--- config.mk ---
export PLATFORM = sky130hd
export DESIGN_NAME = op_seq_master
export DESIGN_NICKNAME = d
export VERILOG_FILES = /design/src/rtl/op_bus_pkg.sv /design/src/rtl/op_timeout_cnt.sv /design/src/rtl/op_seq_master.sv
export SDC_FILE = /design/constraint.sdc
export NUM_CORES = 1
export LEC_CHECK = 0
export CAP_MARGIN = 20
export CORE_AREA = 8 8 82 84
export CTS_CLUSTER_DIAMETER = 60
export DETAILED_ROUTE_END_ITERATION = 6
export DIE_AREA = 0 0 90 92
export HOLD_SLACK_MARGIN = 0.02
export PLACE_DENSITY = 0.7
export REMOVE_ABC_BUFFERS = 1
export SYNTH_ARGS = -nofsm -noshare
export SYNTH_HDL_FRONTEND = slang
export SYNTH_SLANG_ARGS = --single-unit
--- constraint.sdc ---
create_clock -name clk -period 2.4 [get_ports clk]
set_input_delay 0.72 -clock clk [delete_from_list [all_inputs] [get_ports clk]]
set_output_delay 0.72 -clock clk [all_outputs]
set_load 0.05 [all_outputs]
--- src/rtl/op_bus_pkg.sv ---
// Shared types for the 2-bit command/address register bus initiator.
// Bus command encodings, register map and sequencer states.
package op_bus_pkg;

   typedef enum logic [1:0] {
      CMD_IDLE = 2'b00,
      CMD_WR   = 2'b01,
      CMD_RD   = 2'b10
   } cmd_t;

   localparam logic [1:0] ADDR_START = 2'b00;
   localparam logic [1:0] ADDR_A     = 2'b01;
   localparam logic [1:0] ADDR_B     = 2'b10;
   localparam logic [1:0] ADDR_CTRL  = 2'b11;

   typedef enum logic [3:0] {
      IDLE,
      WR_A,
      WR_B,
      WR_CTRL,
      WR_START,
      WAIT_DONE,
      RD,
      RD_CAP,
      RESP
   } state_t;

endpackage

--- src/rtl/op_timeout_cnt.sv ---
// 8-bit wait counter with synchronous clear and a terminal-count flag.
// Saturates at the terminal value so the flag stays asserted.
module op_timeout_cnt #(
   parameter int TIMEOUT_CYCLES = 15
) (
   input  logic clk,
   input  logic rst,
   input  logic clear,
   input  logic enable,
   output logic tc
);

   logic [7:0] count;

   assign tc = (count == 8'(TIMEOUT_CYCLES - 1));

   always_ff @(posedge clk or negedge rst) begin
      if (!rst) begin
         count <= '0;
      end else if (clear) begin
         count <= '0;
      end else if (enable && !tc) begin
         count <= count + 8'd1;
      end
   end

endmodule

--- src/rtl/op_seq_master.sv ---
// Register-bus initiator: writes operands, starts the slave, waits for
// done (bounded), reads the result back and hands it to the user.
module op_seq_master
   import op_bus_pkg::*;
#(
   parameter int DATA_WIDTH     = 8,
   parameter int TIMEOUT_CYCLES = 15
) (
   input  logic                  clk,
   input  logic                  rst,
   input  logic                  req_valid,
   output logic                  req_ready,
   input  logic [DATA_WIDTH-1:0] req_a,
   input  logic [DATA_WIDTH-1:0] req_b,
   input  logic [DATA_WIDTH-1:0] req_ctrl,
   output logic [1:0]            Rd_Wr_Id,
   output logic [1:0]            addres,
   output logic [DATA_WIDTH-1:0] wr_data,
   input  logic [DATA_WIDTH-1:0] rd_data,
   input  logic                  operation_done,
   output logic                  resp_valid,
   input  logic                  resp_ready,
   output logic [DATA_WIDTH-1:0] resp_data,
   output logic                  resp_timeout
);

   state_t                state;
   logic [DATA_WIDTH-1:0] b_q;
   logic [DATA_WIDTH-1:0] ctrl_q;
   logic                  in_wait;
   logic                  tc;

   assign in_wait = (state == WAIT_DONE);

   // Counter is held clear outside WAIT_DONE, so it starts at 0 on entry.
   op_timeout_cnt #(
      .TIMEOUT_CYCLES(TIMEOUT_CYCLES)
   ) u_cnt (
      .clk    (clk),
      .rst    (rst),
      .clear  (!in_wait),
      .enable (in_wait),
      .tc     (tc)
   );

   always_ff @(posedge clk or negedge rst) begin
      if (!rst) begin
         state        <= IDLE;
         req_ready    <= 1'b1;
         Rd_Wr_Id     <= CMD_IDLE;
         addres       <= ADDR_START;
         wr_data      <= '0;
         resp_valid   <= 1'b0;
         resp_data    <= '0;
         resp_timeout <= 1'b0;
         b_q          <= '0;
         ctrl_q       <= '0;
      end else begin
         unique case (state)
            IDLE: begin
               if (req_valid) begin
                  b_q       <= req_b;
                  ctrl_q    <= req_ctrl;
                  req_ready <= 1'b0;
                  Rd_Wr_Id  <= CMD_WR;
                  addres    <= ADDR_A;
                  wr_data   <= req_a;
                  state     <= WR_A;
               end
            end
            WR_A: begin
               addres  <= ADDR_B;
               wr_data <= b_q;
               state   <= WR_B;
            end
            WR_B: begin
               addres  <= ADDR_CTRL;
               wr_data <= ctrl_q;
               state   <= WR_CTRL;
            end
            WR_CTRL: begin
               addres  <= ADDR_START;
               wr_data <= '0;
               state   <= WR_START;
            end
            WR_START: begin
               Rd_Wr_Id <= CMD_IDLE;
               addres   <= ADDR_START;
               wr_data  <= '0;
               state    <= WAIT_DONE;
            end
            WAIT_DONE: begin
               // Done takes priority over an expiring timeout.
               if (operation_done) begin
                  Rd_Wr_Id <= CMD_RD;
                  addres   <= ADDR_START;
                  state    <= RD;
               end else if (tc) begin
                  resp_valid   <= 1'b1;
                  resp_data    <= '0;
                  resp_timeout <= 1'b1;
                  state        <= RESP;
               end
            end
            RD: begin
               Rd_Wr_Id <= CMD_IDLE;
               state    <= RD_CAP;
            end
            RD_CAP: begin
               resp_valid   <= 1'b1;
               resp_data    <= rd_data;
               resp_timeout <= 1'b0;
               state        <= RESP;
            end
            RESP: begin
               if (resp_ready) begin
                  resp_valid <= 1'b0;
                  req_ready  <= 1'b1;
                  state      <= IDLE;
               end
            end
            default: begin
               state     <= IDLE;
               req_ready <= 1'b1;
               Rd_Wr_Id  <= CMD_IDLE;
            end
         endcase
      end
   end

endmodule

==> flow_metrics.tcl <==
set metrics [dict create \
    status "finished clean" \
    total_power_mw 4.304 \
    worstMarginPinSlew_ps 834.9 \
    clkPwrFrac_pct 14.5 \
    synthTopCellsByCount "dfrtp_1 (50), nor2_1 (23), a22o_1 (18), mux2_2 (17), a21oi_1 (15)" \
    cts_max_path_buffers 2 \
    intPower_mw 2.483 \
    path_delay_family "buffers and inverters" \
    ys_ff_latch 51 \
    critPathBufInv 1 \
    dieArea_um2 8280 \
    met3_usage_pct 5.134 \
    setup_viol 0 \
    drc 0 \
    synth_top_area_share_pct 53.50 \
    cts_made_buffers 5 \
    die_h_um 92 \
    grt_first_pass_wirelength_um 8956 \
    synthTopCellsByArea "dfrtp_1 (54%), mux2_2 (8.2%), a22o_1 (6.7%)" \
    grtUsageMet1_pct 15.96 \
    reg2reg_slack_ps 400 \
    cts.sinks 51 \
    wl_per_cell_um 15.82 \
    crit_type "register to output port" \
    ir_drop_v 0.0007102 \
    start_kind "register" \
    cts_setup_buffers 0 \
    place_hpwl_um 3880 \
    utilization_pct 57.80 \
    power_density_nw_per_um2 1378 \
    leakagePower_nw 1.334 \
    area_growth_pct 33.60 \
    clk_latency_ps 300 \
    drive_gt1_share_pct 16.92 \
    gp_congestion 0.7549 \
    slowest_stage "clkdlybuf4s50_1" \
    ff2ff_path_depth 4 \
    yosysWarnings 0 \
    routed_wl_um 5346 \
    dr.pass1.iters 4 \
    clk_pin_slew_ps 90 \
    setup_slack_ps 185.4 \
    combPwrFrac_pct 51.6 \
    grt_start_max_net_pins 31 \
    synth_area_per_cell_um2 11.35 \
    fin_crit_ps 2215 \
    grt_overflow 0 \
    numPortBuffers 59 \
    final-hold-violation-count 0 \
    path_cells "clkdlybuf4s50_1" \
    seqPwrFrac_pct 33.9 \
    routed_via_density 5.272 \
    slew_headroom_pct 44.23 \
    worstHoldPathType "primary input to asynchronous set/reset pin" \
    synth_edf_count 0 \
    num_antenna_cells 0 \
    seq_area_frac_synth_pct 54.63 \
    antenna_found_initial 0 \
    yosysMostFrequentCell "dfrtp_1" \
    num_vias 1782 \
    synthCells 206 \
    fin_area_um2 3124 \
    netlist_area_um2 2338 \
    track_usage_pct 13.00 \
    crit_required_ps 1680 \
    synth_cell_types 39 \
    drt_iter0_drc 114 \
    critPathMaxFanout 2 \
    chipWidth_um 90 \
    ctsRootBufferMaster "clkbuf_8" \
    placed_area_um2 3007 \
    timing.fmax_ghz 0.4515 \
    p_sw_mw 1.821 \
    grt_use_met2_pct 21.29 \
    maxCapViolCount 0 \
    crit_cells 1 \
    core_um2 5405 \
    cts_resized 0 \
    netSwitchingFraction_pct 42.30 \
    rsz0062_at_grt "false" \
    placementRows 27 \
    fillers 497 \
    synth_top_area_cell "dfrtp_1" \
    fin_skew_ps 3.162 \
    reg2reg_from "state[2]" \
    start_util_pct 43.26 \
    fin_setup_tns_ps 0 \
    cp.arrival_ps 1490 \
    cp_slowest_stage_delay_ps 830 \
    tritoncts "done" \
    fin_nets 304 \
    synthFlopType "dfrtp_1" \
    cp-end-kind "output port" \
    pre_cts_ws_ps 201.4 \
    htreeDepth 2 \
    r2r-end "ctrl_q[1]" \
    ant_nets 0 \
    cts_hold_buf 0 \
    report.final.slew_viol_count 0 \
    ios 60 \
    grt_pass1_vias 1912 \
    ys_async_sr_fraction_pct 100.0 \
    post-route-period-util_pct 92.28 \
    busiest_layer "met2" \
]
routing by layer:
metal,part of all wire (%),wire length (um)
met1,47,2503
met2,47,2489
met3,5.9,313
met4,0.75,40
met5,0,0
registers in the layout, summed over array words and instances, names as in the netlist:
| signal | count |
|---|---|
| b_q | 8 |
| resp_data | 8 |
| req_ready | 1 |
| wr_data | 8 |
| resp_valid | 1 |
| Rd_Wr_Id | 2 |
| state | 4 |
| u_cnt.count | 8 |
| ctrl_q | 8 |
| resp_timeout | 1 |
| addres | 2 |
stage by stage:
| stage | instances | hold WS [ps] |
|---|---|---|
| after floorplan | 194 | 424.4 |
| after global placement | 330 | 462.8 |
| after detailed placement | 330 | 482.2 |
| after CTS | 338 | 382.1 |
| after global routing | 338 | 394.4 |
| final | 338 | 373.5 |
power groups by stage:
stage	Combinational, mW	Clock, mW	Sequential [mW]
5_1_grt	2.39	0.677	1.51
4_1_cts	2.25	0.642	1.46
6_report	2.22	0.626	1.46
2_1_floorplan	0.915	0	2.05
3_5_place_dp	2.24	0	1.47
3_3_place_gp	2.21	0	1.47
worst max-delay path by stage:
stage                             from           end  slack, ps
after floorplan               state[3]        b_q[0]        460
after global placement       req_valid   Rd_Wr_Id[0]        230
after detailed placement     req_valid   Rd_Wr_Id[0]        200
after CTS                 resp_timeout  resp_timeout        170
after global routing      resp_timeout  resp_timeout        130
final                       wr_data[5]    wr_data[5]        190
kinds of logic after synthesis:
family / after synthesis / synth area share (%)
compound gates: 60 / 18.30
simple gates: 54 / 12.41
flops: 51 / 54.63
buf+inv: 18 / 3.852
mux: 18 / 8.614
xor+xnor: 3 / 1.124
fa+ha+maj: 2 / 1.070
layout make-up:
class,count,area (um^2),share of cell area [%]
tap,72,90.09,2.883
clock inverter,2,35.03,1.121
multi-input combinational,137,970.9,31.08
inverter,6,22.52,0.7209
clock buffer,6,82.58,2.643
timing repair buffer,64,645.6,20.66
sequential,51,1277,40.89
placed cells by master, fill, tap and decap left out, types with 2 or more instances in the layout:
cell,count
a21oi_1,15
buf_12,2
a22oi_1,8
nand3_1,4
ha_1,2
nor3_1,2
o21ai_0,8
a21bo_2,2
inv_1,6
nand2_1,8
mux2_2,17
a31oi_1,3
nor2b_1,2
dfrtp_1,50
clkdlybuf4s50_1,57
or2_2,3
or3_1,3
and3_1,2
buf_4,4
xor2_1,2
clkbuf_8,6
a22o_1,18
nor2_1,23
No activity file was read; power rests on OpenSTA's default activity.
